<file path="config.mk">
export PLATFORM = sky130hd
export DESIGN_NAME = div_result_display
export DESIGN_NICKNAME = d
export VERILOG_FILES = /design/src/rtl/div_disp_pkg.sv /design/src/rtl/seg7_encoder.sv /design/src/rtl/div_result_display.sv
export SDC_FILE = /design/constraint.sdc
export NUM_CORES = 1
export LEC_CHECK = 0
export BUFFER_PORTS_ARGS = -buffer_cell sky130_fd_sc_hd__buf_2
export CAP_MARGIN = 20
export CELL_PAD_IN_SITES_DETAIL_PLACEMENT = 1
export CELL_PAD_IN_SITES_GLOBAL_PLACEMENT = 2
export CORE_ASPECT_RATIO = 2
export CORE_MARGIN = 5
export CORE_UTILIZATION = 43
export DETAILED_ROUTE_END_ITERATION = 12
export PLACE_DENSITY_LB_ADDON = 0.05
export SLEW_MARGIN = 40
export SYNTH_ARGS = -nofsm -noshare
export SYNTH_HDL_FRONTEND = slang
export SYNTH_HIERARCHICAL = 1
export SYNTH_SLANG_ARGS = --single-unit
</file>
<file path="constraint.sdc">
create_clock -name clk -period 5.5 [get_ports clk]
set_input_delay 0.825 -clock clk [delete_from_list [all_inputs] [get_ports clk]]
set_output_delay 0.825 -clock clk [all_outputs]
set_load 0.005 [all_outputs]
</file>
<file path="src/rtl/div_disp_pkg.sv">
// Shared types and constants for the divider result display.
//   - FSM state encoding
//   - 4-bit digit codes (decimal digits, error letters, blank)
//   - active-high gfedcba segment patterns per digit code
//   - double-dabble step helper used by the converter
package div_disp_pkg;

  localparam int unsigned NUM_DIGITS = 4;
  localparam int unsigned NUM_SHIFTS = 4;

  typedef enum logic [1:0] {
    IDLE    = 2'd0,
    LOAD    = 2'd1,
    CONVERT = 2'd2,
    SHOW    = 2'd3
  } state_t;

  typedef enum logic [3:0] {
    D0     = 4'd0,
    D1     = 4'd1,
    D2     = 4'd2,
    D3     = 4'd3,
    D4     = 4'd4,
    D5     = 4'd5,
    D6     = 4'd6,
    D7     = 4'd7,
    D8     = 4'd8,
    D9     = 4'd9,
    DE     = 4'd10,
    DR     = 4'd11,
    DO     = 4'd12,
    DBLANK = 4'd13
  } digit_t;

  localparam logic [6:0] SEG_0     = 7'h3F;
  localparam logic [6:0] SEG_1     = 7'h06;
  localparam logic [6:0] SEG_2     = 7'h5B;
  localparam logic [6:0] SEG_3     = 7'h4F;
  localparam logic [6:0] SEG_4     = 7'h66;
  localparam logic [6:0] SEG_5     = 7'h6D;
  localparam logic [6:0] SEG_6     = 7'h7D;
  localparam logic [6:0] SEG_7     = 7'h07;
  localparam logic [6:0] SEG_8     = 7'h7F;
  localparam logic [6:0] SEG_9     = 7'h6F;
  localparam logic [6:0] SEG_E     = 7'h79;
  localparam logic [6:0] SEG_R     = 7'h50;
  localparam logic [6:0] SEG_O     = 7'h5C;
  localparam logic [6:0] SEG_BLANK = 7'h00;

  // One double-dabble step on {units_bcd, binary}: add-3 fix on the BCD
  // nibble, then shift left. Bit 8 of the result is the bit shifted out,
  // which is the tens carry.
  function automatic logic [8:0] dd_step(input logic [7:0] v);
    logic [7:0] a;
    a = v;
    if (v[7:4] >= 4'd5) a[7:4] = v[7:4] + 4'd3;
    return {a, 1'b0};
  endfunction

endpackage

</file>
<file path="src/rtl/seg7_encoder.sv">
// Digit code to 7-segment pattern (active-high, seg[0]=a .. seg[6]=g).
//   i_digit : digit code
//   o_seg   : active-high segment pattern; polarity handled by the parent
module seg7_encoder
  import div_disp_pkg::*;
(
  input  digit_t     i_digit,
  output logic [6:0] o_seg
);

  always_comb begin
    o_seg = SEG_BLANK;
    case (i_digit)
      D0:      o_seg = SEG_0;
      D1:      o_seg = SEG_1;
      D2:      o_seg = SEG_2;
      D3:      o_seg = SEG_3;
      D4:      o_seg = SEG_4;
      D5:      o_seg = SEG_5;
      D6:      o_seg = SEG_6;
      D7:      o_seg = SEG_7;
      D8:      o_seg = SEG_8;
      D9:      o_seg = SEG_9;
      DE:      o_seg = SEG_E;
      DR:      o_seg = SEG_R;
      DO:      o_seg = SEG_O;
      default: o_seg = SEG_BLANK;
    endcase
  end

endmodule

</file>
<file path="src/rtl/div_result_display.sv">
// Divider result display: accepts quotient/remainder/error via valid/ready,
// converts both to BCD with a 4-step double dabble, and scans a 4-digit
// multiplexed 7-segment display (Q tens, Q units, R tens, R units).
// Divide-by-zero shows "Erro".
//   clk, rst        : clock, asynchronous active-high reset
//   in_valid/ready  : input handshake; ready only in IDLE/SHOW
//   quo, rem_in, err: divider result
//   busy            : high while loading/converting
//   seg, an, dp     : display drive, polarity set by ACTIVE_LOW
// Build option: BLANK_LEADING_ZERO_EN blanks a zero tens digit.
module div_result_display
  import div_disp_pkg::*;
#(
  parameter int unsigned SCAN_DIV   = 50000,
  parameter bit          ACTIVE_LOW = 1'b1
) (
  input  logic       clk,
  input  logic       rst,
  input  logic       in_valid,
  output logic       in_ready,
  input  logic [3:0] quo,
  input  logic [3:0] rem_in,
  input  logic       err,
  output logic       busy,
  output logic [6:0] seg,
  output logic [3:0] an,
  output logic       dp
);

  localparam int unsigned CNT_W = (SCAN_DIV > 1) ? $clog2(SCAN_DIV) : 1;
  localparam logic [CNT_W-1:0] CNT_MAX = CNT_W'(SCAN_DIV - 1);
  localparam logic [1:0] LAST_SHIFT = 2'(NUM_SHIFTS - 1);

  state_t           r_state;
  logic             r_in_ready;
  logic             r_busy;
  logic [3:0]       r_quo_cap;
  logic [3:0]       r_rem_cap;
  logic             r_err_cap;
  logic [7:0]       r_q_dd;
  logic [7:0]       r_r_dd;
  logic             r_q_tens;
  logic             r_r_tens;
  logic [1:0]       r_shift_cnt;
  digit_t           r_digit [NUM_DIGITS];
  logic [CNT_W-1:0] r_scan_cnt;
  logic [1:0]       r_idx;
  logic [6:0]       r_seg;
  logic [3:0]       r_an;

  logic       w_accept;
  logic [8:0] w_q_step;
  logic [8:0] w_r_step;
  logic       w_q_tens;
  logic       w_r_tens;
  digit_t     w_q_tens_dig;
  digit_t     w_r_tens_dig;
  digit_t     w_q_units_dig;
  digit_t     w_r_units_dig;
  logic [1:0] w_sel;
  logic [6:0] w_seg_pat;

  assign w_accept = in_valid & r_in_ready;

  // Next double-dabble step and the final digit codes it would produce.
  always_comb begin
    w_q_step      = dd_step(r_q_dd);
    w_r_step      = dd_step(r_r_dd);
    w_q_tens      = r_q_tens | w_q_step[8];
    w_r_tens      = r_r_tens | w_r_step[8];
    w_q_units_dig = digit_t'(w_q_step[7:4]);
    w_r_units_dig = digit_t'(w_r_step[7:4]);
`ifdef BLANK_LEADING_ZERO_EN
    w_q_tens_dig  = w_q_tens ? D1 : DBLANK;
    w_r_tens_dig  = w_r_tens ? D1 : DBLANK;
`else
    w_q_tens_dig  = w_q_tens ? D1 : D0;
    w_r_tens_dig  = w_r_tens ? D1 : D0;
`endif
  end

  // Handshake / conversion FSM; digit registers only change on completion.
  always_ff @(posedge clk or posedge rst) begin
    if (rst) begin
      r_state     <= IDLE;
      r_in_ready  <= 1'b1;
      r_busy      <= 1'b0;
      r_quo_cap   <= 4'd0;
      r_rem_cap   <= 4'd0;
      r_err_cap   <= 1'b0;
      r_q_dd      <= 8'd0;
      r_r_dd      <= 8'd0;
      r_q_tens    <= 1'b0;
      r_r_tens    <= 1'b0;
      r_shift_cnt <= 2'd0;
      for (int unsigned i = 0; i < NUM_DIGITS; i++) r_digit[i] <= DBLANK;
    end else begin
      case (r_state)
        IDLE, SHOW: begin
          if (w_accept) begin
            r_quo_cap  <= quo;
            r_rem_cap  <= rem_in;
            r_err_cap  <= err;
            r_state    <= LOAD;
            r_in_ready <= 1'b0;
            r_busy     <= 1'b1;
          end
        end
        LOAD: begin
          r_q_dd      <= {4'd0, r_quo_cap};
          r_r_dd      <= {4'd0, r_rem_cap};
          r_q_tens    <= 1'b0;
          r_r_tens    <= 1'b0;
          r_shift_cnt <= 2'd0;
          if (r_err_cap) begin
            r_digit[3] <= DE;
            r_digit[2] <= DR;
            r_digit[1] <= DR;
            r_digit[0] <= DO;
            r_state    <= SHOW;
            r_in_ready <= 1'b1;
            r_busy     <= 1'b0;
          end else begin
            r_state <= CONVERT;
          end
        end
        CONVERT: begin
          r_q_dd      <= w_q_step[7:0];
          r_r_dd      <= w_r_step[7:0];
          r_q_tens    <= w_q_tens;
          r_r_tens    <= w_r_tens;
          r_shift_cnt <= r_shift_cnt + 2'd1;
          if (r_shift_cnt == LAST_SHIFT) begin
            r_digit[3] <= w_q_tens_dig;
            r_digit[2] <= w_q_units_dig;
            r_digit[1] <= w_r_tens_dig;
            r_digit[0] <= w_r_units_dig;
            r_state    <= SHOW;
            r_in_ready <= 1'b1;
            r_busy     <= 1'b0;
          end
        end
        default: begin
          r_state    <= IDLE;
          r_in_ready <= 1'b1;
          r_busy     <= 1'b0;
        end
      endcase
    end
  end

  // Scan index i drives an[3-i] with digit register 3-i (leftmost first).
  assign w_sel = ~r_idx;

  seg7_encoder u_enc (
    .i_digit (r_digit[w_sel]),
    .o_seg   (w_seg_pat)
  );

  // Free-running scan; anode and pattern are registered together.
  always_ff @(posedge clk or posedge rst) begin
    if (rst) begin
      r_scan_cnt <= '0;
      r_idx      <= 2'd0;
      r_seg      <= {7{ACTIVE_LOW}};
      r_an       <= {4{ACTIVE_LOW}};
    end else begin
      if (r_scan_cnt == CNT_MAX) begin
        r_scan_cnt <= '0;
        r_idx      <= r_idx + 2'd1;
      end else begin
        r_scan_cnt <= r_scan_cnt + CNT_W'(1);
      end
      r_seg <= ACTIVE_LOW ? ~w_seg_pat : w_seg_pat;
      r_an  <= ACTIVE_LOW ? ~(4'b1000 >> r_idx) : (4'b1000 >> r_idx);
    end
  end

  assign in_ready = r_in_ready;
  assign busy     = r_busy;
  assign seg      = r_seg;
  assign an       = r_an;
  assign dp       = ACTIVE_LOW;

endmodule

</file>
==> results of run 1 <==
## path summary, 6_finish.rpt
kind / from / to / slack (ns)
worst max-delay path: r_idx[1]$_DFFE_PP0N_ / seg[0]$_DFF_PP1_ / 3.39
worst min-delay path: r_r_dd[2]$_DFFE_PP0N_ / r_r_dd[2]$_DFFE_PP0N_ / 0.49
worst min register to register: r_r_dd[2]$_DFFE_PP0N_ / r_r_dd[2]$_DFFE_PP0N_ / 0.49
min in group asynchronous: rst / r_scan_cnt[0]$_DFF_PP0_ / 0.53
worst max register to register: r_idx[1]$_DFFE_PP0N_ / seg[0]$_DFF_PP1_ / 3.39
max in group asynchronous: rst / r_state[0]$_DFFE_PP0P_ / 3.94
## tightest hold or removal path: stages, from the launching register on
cell                      delay (ns)
sky130_fd_sc_hd__dfrtp_1        0.34
sky130_fd_sc_hd__nand2_1        0.05
sky130_fd_sc_hd__o21ai_0        0.06
## registers in the layout, indices dropped and copies added, names as in the netlist, 4 cells and up
| signal | cells |
|---|---|
| r_quo_cap | 4 |
| r_scan_cnt | 16 |
| r_rem_cap | 4 |
| r_q_dd | 8 |
| seg | 7 |
| r_digit | 13 |
| r_r_dd | 8 |
| an | 4 |
## layout make-up
type,instances,area share
clock buffer,13,0.0613
clock inverter,3,0.00337
inverter,31,0.0285
multi-input combinational,217,0.377
sequential,75,0.467
tap,98,0.0300
timing repair buffer,26,0.0331
## cell families after synthesis
group	Yosys count	share of synthesized area
AND/OR/NAND/NOR	93	0.133
flip-flops	75	0.526
AO/OA/AOI/OAI	66	0.117
buffers and inverters	43	0.0508
multiplexers	23	0.0712
adder cells (fa/ha/maj)	18	0.0622
XOR/XNOR	16	0.0387
other	1	0.00104
## power groups by stage
stage / sequential (µW) / clock [µW] / combinational, µW
global placement: 562 / 0 / 15.8
finish: 553 / 531 / 15.1
global route: 552 / 571 / 18.2
CTS: 553 / 548 / 16.1
detailed placement: 562 / 0 / 16.1
floorplan: 562 / 0 / 8.78
## layout by cell type (no fill, tap or decap), types with 2 or more instances in the layout
cell / count
sky130_fd_sc_hd__nand3_2: 2
sky130_fd_sc_hd__o22ai_1: 2
sky130_fd_sc_hd__clkbuf_1: 3
sky130_fd_sc_hd__xor2_1: 4
sky130_fd_sc_hd__a211oi_1: 2
sky130_fd_sc_hd__mux2i_1: 10
sky130_fd_sc_hd__nand2b_1: 3
sky130_fd_sc_hd__nand4_1: 4
sky130_fd_sc_hd__o21ai_0: 19
sky130_fd_sc_hd__dfstp_2: 22
sky130_fd_sc_hd__clkinv_2: 2
sky130_fd_sc_hd__a31oi_1: 3
sky130_fd_sc_hd__nand3_1: 6
sky130_fd_sc_hd__a21oi_1: 16
sky130_fd_sc_hd__o2bb2ai_1: 2
sky130_fd_sc_hd__o22a_1: 3
sky130_fd_sc_hd__a21oi_2: 2
sky130_fd_sc_hd__inv_1: 30
sky130_fd_sc_hd__a22o_1: 9
sky130_fd_sc_hd__nor2_1: 28
sky130_fd_sc_hd__dfrtp_1: 53
sky130_fd_sc_hd__nor3b_1: 2
sky130_fd_sc_hd__clkbuf_16: 9
sky130_fd_sc_hd__buf_2: 24
sky130_fd_sc_hd__nor2b_1: 3
sky130_fd_sc_hd__nand2_1: 27
sky130_fd_sc_hd__mux2_2: 12
sky130_fd_sc_hd__nor3_1: 5
sky130_fd_sc_hd__buf_4: 2
sky130_fd_sc_hd__xnor2_1: 12
sky130_fd_sc_hd__ha_1: 18
sky130_fd_sc_hd__and2b_2: 2
## metal layers
metal,share of wire,vias up
met2,0.59,28
met3,0.028,11
met4,0.021,0
met5,0,-
li1,-,1185
met1,0.36,1213
## stage by stage
stage	power [µW]	utilization	setup slack, ns	cell area, µm²	hold WS, ns
floorplan	571	-	2.80	3620	0.450
global placement	578	0.463	3.43	3810	0.465
detailed placement	578	0.463	3.39	3810	0.475
CTS	1120	0.495	3.35	4080	0.488
global route	1140	0.496	3.18	4080	0.494
finish	1100	0.496	3.39	4080	0.488
==> results.md, run 1 <==
- nature of the critical path startpoint: flop
- vias in the first global route: 2,734
- WP data required: 5.78 ns
- TritonCTS clock tree: built
- IO Pins: 26
- effective utilization at floorplan: 0.440
- arrival time at the worst endpoint: 2.39 ns
- transition at the pin with the smallest max-transition slack: 0.770 ns
- CP peak stage delay: 0.48 ns
- share of flip-flops with an asynchronous set or reset after synthesis: 1.00
- total DRC errors in the routed layout: 0
- total number of H-tree levels: 3
- core region area: 8230 µm²
- met1 usage in global routing: 0.171
- FP Rows: 47
- total wirelength of the detailed-routed design: 7.70 mm
- total clock buffers created by CTS: 9
- GRT busiest layer: met2
- overall die width: 74.9 µm
- total net switching power: 228 µW
- GRT Total Usage: 0.168
- hold violation count in the final report: 0
- cell count after synthesis: 335
- family of cells with the greatest summed delay on the critical path: compound AO/OA/AOI/OAI gates
- die boundary height: 140 µm
- fraction of final layout cells with drive strength greater than 1: 0.241
- cell chain of the critical path: mux2i_1 > a21oi_1 > ha_1 > and2b_2 > o21ba_1 > a21o_2 > inv_1
- leading post-synthesis cells by cell area: sky130_fd_sc_hd__dfrtp_1, sky130_fd_sc_hd__dfstp_2, sky130_fd_sc_hd__ha_1
- class of the most critical setup path: reg -> reg
- cell type of the slowest stage on the worst timing path: sky130_fd_sc_hd__dfrtp_1
- port bufs: 24
- syn nets: 365
- path type of the worst min-delay path: reg -> reg
- fin crit period: 2.11 ns
- most area-hungry cell type in the Yosys netlist: sky130_fd_sc_hd__dfrtp_1
- portion of synthesized cell area occupied by the leading cell type: 0.366
- number of failing setup endpoints in the final timing report: 0
- number of storage elements in the synthesis netlist: 75
- reg2reg path depth: 7
- Power per Cell Area: 269 nW/µm²
- GR Layer Usage met3: 0.0383
- warning count from the yosys run: 6
- leakage power of the design: 0.00185 µW
- Clk Latency, worst-skew pair: 0.34 ns
- part of the total power dissipated in the clock network: 0.483
- sequential cell area fraction in the yosys report: 0.526
- clock sinks: 75
- timing-limited maximum frequency: 473 MHz
- filler instances: 925
- ranking of synthesized cells by instance count: sky130_fd_sc_hd__dfrtp_1, sky130_fd_sc_hd__inv_1, sky130_fd_sc_hd__nor2_1
- cell-internal power: 871 µW
- CTS Hold Bufs: 0
- Unique masters post-synth: 51
- clock edge transition at the registers on the reported setup and hold paths: 0.05 ns
- total number of cells along the worst setup path: 7
- Switching Share: 0.208
- via count of the routed design: 2,437
- buffers plus inverters on the worst setup path: 1
- combined flip-flop and latch cell area: 1900 µm²
- drt wl/cell: 16.6 µm
- combined area of all synthesized cells: 3620 µm²
- maxcap violations: 0
- average instance area after synthesis: 10.8 µm²
- overall overflow remaining after global route: 0
- GR met2 Demand/Resource: 0.308
- antenna-violating nets left: 0
- Placed Cells incl. Taps: 447
- cell with the most instances after synthesis: sky130_fd_sc_hd__dfrtp_1
- post-route non-filler standard cell count: 463
- last weighted congestion value of the routability-driven placer: 0.788
- count of nets after finishing: 390
- post-CTS setup repair buffer count: 0
- commonest register cell after synthesis: sky130_fd_sc_hd__dfrtp_1
- vias per cell: 5.26
- Die Area: 10,500 µm²
- period utilisation layout: 0.384
- number of search-and-repair iterations in the first detailed-routing pass: 4
- deepest clock path buffer count: 2
- highest fanout seen on the critical path: 8
- global-route wire length before repair: 13.1 mm
- Max transition margin: 0.487
- unrepaired setup endpoints after global routing: false
- Final Max Slew Viols: 0
- worst clock skew on the final layout: 0.00637 ns
- share of total power in sequential cells: 0.503
- Cells on Worst Hold Path: 2
- antenna violations before repair: 0
- Final TNS setup: 0 ns
- half-perimeter wire length after placement: 5.78 mm
- quantity of gates resized following cts: 0
- pin count of the biggest net entering global routing: 50
- number of enable flip-flop cells after synthesis: 0
- share of total power in combinational logic: 0.014
- outcome: complete, no violations
- synth-to-layout area growth: 12.8%
- maximum ir drop on the vdd rail: 0.225 mV
- Antenna Cells: 0
- library cell used as clock root buffer: sky130_fd_sc_hd__clkbuf_16
- area used by multi-input combinational logic: 1540 µm²
- capturing element type of the critical path: flop
- starting DRC count in detailed routing: 72
Note: power is estimated with default switching activity, not from simulation.
==> inputs of run 2 (changes only) <==
--- a/config.mk
+++ b/config.mk
@@ -5,13 +5,14 @@
 export SDC_FILE = /design/constraint.sdc
 export NUM_CORES = 1
 export LEC_CHECK = 0
+export ABC_AREA = 1
 export BUFFER_PORTS_ARGS = -buffer_cell sky130_fd_sc_hd__buf_2
 export CAP_MARGIN = 20
 export CELL_PAD_IN_SITES_DETAIL_PLACEMENT = 1
 export CELL_PAD_IN_SITES_GLOBAL_PLACEMENT = 2
 export CORE_ASPECT_RATIO = 2
 export CORE_MARGIN = 5
-export CORE_UTILIZATION = 43
+export CORE_UTILIZATION = 37
 export DETAILED_ROUTE_END_ITERATION = 12
 export PLACE_DENSITY_LB_ADDON = 0.05
 export SLEW_MARGIN = 40
==> constraint.sdc (replaced) <==
create_clock -name clk -period 2.07 [get_ports clk]
set_input_delay 0.3105 -clock clk [delete_from_list [all_inputs] [get_ports clk]]
set_output_delay 0.3105 -clock clk [all_outputs]
set_load 0.005 [all_outputs]
==> run 2 against run 1 <==
Final cell count increased by 37%; synthesized cell count increased by 36%; highest routed layer unchanged; worst setup slack got worse by 3.2 ns; clock-buffer cell count increased by 3; combinational power increased to 130 times the previous value; fmax increased by 15%; hold slack got worse by 0.28 ns.
==> results.md, run 2 <==
- cell type of the slowest stage on the worst timing path: sky130_fd_sc_hd__dfrtp_1, unchanged
- number of failing setup endpoints in the final timing report: 0, unchanged
- cell with the most instances after synthesis: sky130_fd_sc_hd__nand2_1, was sky130_fd_sc_hd__dfrtp_1
- WP data required: 2.33 ns, was 5.78 ns
- path type of the worst min-delay path: in -> reg, was reg -> reg
- average instance area after synthesis: 8.44 µm², was 10.8 µm²
- number of flip-flops under the largest register name: 16, unchanged
- register with the most flip-flops: r_scan_cnt, unchanged
- leading post-synthesis cells by cell area: sky130_fd_sc_hd__dfrtp_1, sky130_fd_sc_hd__dfstp_2, sky130_fd_sc_hd__nand2_1, was sky130_fd_sc_hd__dfrtp_1, sky130_fd_sc_hd__dfstp_2, sky130_fd_sc_hd__ha_1
- post-layout instance area: 4500 µm², was 4080 µm²
- syn nets: 484, was 365
- ranking of synthesized cells by instance count: sky130_fd_sc_hd__nand2_1, sky130_fd_sc_hd__inv_1, sky130_fd_sc_hd__dfrtp_1, was sky130_fd_sc_hd__dfrtp_1, sky130_fd_sc_hd__inv_1, sky130_fd_sc_hd__nor2_1
- number of enable flip-flop cells after synthesis: 0, unchanged
- global-route wire length before repair: 15.6 mm, was 13.1 mm
- final standard cell utilization of the core: 0.443, was 0.496
- total clock buffers created by CTS: 9, unchanged
- largest registers: r_scan_cnt: 16 flops, r_digit: 13 flops, unchanged
- hold violation count in the final report: 0, unchanged
- GRT Total Usage: 0.161, was 0.168
- effective utilization at floorplan: 0.377, was 0.440
- CTS Hold Bufs: 1, was 0
- total number of H-tree levels: 3, unchanged
- TritonCTS clock tree: built, unchanged
- timing-limited maximum frequency: 543 MHz, was 473 MHz
- fraction of final layout cells with drive strength greater than 1: 0.195, was 0.241
- fin crit period: 1.84 ns, was 2.11 ns
- core region area: 10,100 µm², was 8230 µm²
- vias in the first global route: 3,369, was 2,734
- warning count from the yosys run: 6, unchanged
- port bufs: 24, unchanged
- overall overflow remaining after global route: 0, unchanged
- combined area of all synthesized cells: 3830 µm², was 3620 µm²
- IO Pins: 26, unchanged
- vias per cell: 4.74, was 5.26
- Power per Cell Area: 1260 nW/µm², was 269 nW/µm²
- Clk Latency, worst-skew pair: 0.33 ns, was 0.34 ns
- share of flip-flops with an asynchronous set or reset after synthesis: 1.00, unchanged
- cell chain of the critical path: inv_1 > o21ai_0 > o22ai_1 > inv_1 > ha_1 > nand2_1 > nand2_1 > o21ai_0 > inv_1, was mux2i_1 > a21oi_1 > ha_1 > and2b_2 > o21ba_1 > a21o_2 > inv_1
- total wirelength of the detailed-routed design: 8.95 mm, was 7.70 mm
- cell count after synthesis: 454, was 335
- post-CTS setup repair buffer count: 0, unchanged
- arrival time at the worst endpoint: 2.10 ns, was 2.39 ns
- via count of the routed design: 3,000, was 2,437
- worst clock skew on the final layout: 0.00341 ns, was 0.00637 ns
- pin count of the biggest net entering global routing: 29, was 50
- antenna-violating nets left: 0, unchanged
- quantity of gates resized following cts: 0, unchanged
- Antenna Cells: 0, unchanged
- unrepaired setup endpoints after global routing: false, unchanged
- capturing element type of the critical path: flop, unchanged
- sequential cell area fraction in the yosys report: 0.497, was 0.526
- clock edge transition at the registers on the reported setup and hold paths: 0.06 ns, was 0.05 ns
- number of storage elements in the synthesis netlist: 75, unchanged
- leakage power of the design: 0.00231 µW, was 0.00185 µW
- antenna violations before repair: 0, unchanged
- family of cells with the greatest summed delay on the critical path: compound AO/OA/AOI/OAI gates, unchanged
- count of nets after finishing: 523, was 390
- library cell used as clock root buffer: sky130_fd_sc_hd__clkbuf_16, unchanged
- highest fanout seen on the critical path: 8, unchanged
- area post-placement: 4180 µm², was 3810 µm²
- Die Area: 12,600 µm², was 10,500 µm²
- Final TNS setup: 0 ns, unchanged
- outcome: complete, no violations, unchanged
- most area-hungry cell type in the Yosys netlist: sky130_fd_sc_hd__dfrtp_1, unchanged
- CP peak stage delay: 0.44 ns, was 0.48 ns
- Most Frequent Cell on Critical Path: sky130_fd_sc_hd__inv_1
- portion of synthesized cell area occupied by the leading cell type: 0.346, was 0.366
- half-perimeter wire length after placement: 7.25 mm, was 5.78 mm
- Unique masters post-synth: 35, was 51
- period utilisation layout: 0.890, was 0.384
- maxcap violations: 0, unchanged
- deepest clock path buffer count: 2, unchanged
- buffers plus inverters on the worst setup path: 3, was 1
- Final Max Slew Viols: 0, unchanged
- number of search-and-repair iterations in the first detailed-routing pass: 4, unchanged
- last weighted congestion value of the routability-driven placer: 0.835, was 0.788
- drt wl/cell: 14.1 µm, was 16.6 µm
- leading cell type in the layout, fill and taps excluded: sky130_fd_sc_hd__nand2_1, was sky130_fd_sc_hd__dfrtp_1
- overall die width: 82.0 µm, was 74.9 µm
- commonest register cell after synthesis: sky130_fd_sc_hd__dfrtp_1, unchanged
- die boundary height: 154 µm, was 140 µm
- class of the most critical setup path: reg -> reg, unchanged
- FP Rows: 52, was 47
- maximum ir drop on the vdd rail: 1.16 mV, was 0.225 mV
- synth-to-layout area growth: 17.4%, was 12.8%
- starting DRC count in detailed routing: 69, was 72
- total DRC errors in the routed layout: 0, unchanged
- clock sinks: 75, unchanged
- most used cells in the layout excluding fill and tap cells: sky130_fd_sc_hd__nand2_1, sky130_fd_sc_hd__inv_1, sky130_fd_sc_hd__dfrtp_1, sky130_fd_sc_hd__nor2_1, sky130_fd_sc_hd__nand3_1, was sky130_fd_sc_hd__dfrtp_1, sky130_fd_sc_hd__inv_1, sky130_fd_sc_hd__nor2_1, sky130_fd_sc_hd__nand2_1, sky130_fd_sc_hd__buf_2
- nature of the critical path startpoint: flop, unchanged
[run 2: routing by layer]
| layer | up-vias | track usage | part of all wire |
|---|---|---|---|
| li1 | 1487 | - | - |
| met1 | 1459 | 0.149 | 0.34 |
| met2 | 35 | 0.319 | 0.61 |
| met3 | 19 | 0.0263 | 0.020 |
| met4 | 0 | 0.0753 | 0.029 |
| met5 | - | 0 | 0 |
[run 2: cell type report]
type	count	area [µm²]
fillers	1282	5650
flip-flops and latches	75	1900
multi-input cells	294	1600
clock buffers	16	304
inverters	79	300
repair buffers	34	223
well taps	135	169
[run 2: worst reg2reg max path, stage by stage, from the launching register on]
cell and delay (ns):
sky130_fd_sc_hd__dfrtp_1 0.44, sky130_fd_sc_hd__inv_1 0.20, sky130_fd_sc_hd__o21ai_0 0.12, sky130_fd_sc_hd__o22ai_1 0.28, sky130_fd_sc_hd__inv_1 0.16, sky130_fd_sc_hd__ha_1 0.31
sky130_fd_sc_hd__nand2_1 0.07, sky130_fd_sc_hd__nand2_1 0.05, sky130_fd_sc_hd__o21ai_0 0.08, sky130_fd_sc_hd__inv_1 0.06
[run 2: worst paths after layout]
check	start	end	slack, ns	depth (start not counted)
worst max-delay path	r_idx[1]$_DFFE_PP0N_	seg[1]$_DFF_PP1_	0.23	9
max in group asynchronous	rst	seg[0]$_DFF_PP1_	1.05	4
worst min-delay path	quo[3]	r_quo_cap[3]$_DFFE_PP0P_	0.21	2
min in group asynchronous	rst	busy$_DFFE_PP0P_	0.44	3
worst max register to register	r_idx[1]$_DFFE_PP0N_	seg[1]$_DFF_PP1_	0.23	9
worst min register to register	r_digit[10]$_DFFE_PP1P_	r_digit[10]$_DFFE_PP1P_	0.47	2
[run 2: cells by family (layout without fill, tap and decap cells)]
family,count (synthesis),in the layout,share of synthesized area
xor gates and xnor gates,6,6,0.0137
buffers and inverters,85,129,0.0862
DFF,75,75,0.497
and+or+nand+nor,211,211,0.245
AOI/OAI and AO/OA,50,50,0.0751
other,1,1,0.000979
adders and majority gates,18,18,0.0588
muxes,8,8,0.0235
[run 2: per-stage QoR]
step	hold slack, ns	std cells	setup slack [ns]	total power [µW]
floorplan	0.437	454	0.358	3510
global placement	0.235	616	0.272	4120
detailed placement	0.238	616	0.214	4180
CTS	0.196	633	0.197	5790
global route	0.206	633	0.0203	6160
finish	0.206	633	0.228	5670
[run 2: power by group]
part	internal [µW]	switching [µW]	total, µW
Combinational	772	1150	1920
Clock	993	573	1570
Sequential	1970	213	2180
Total	3730	1930	5670
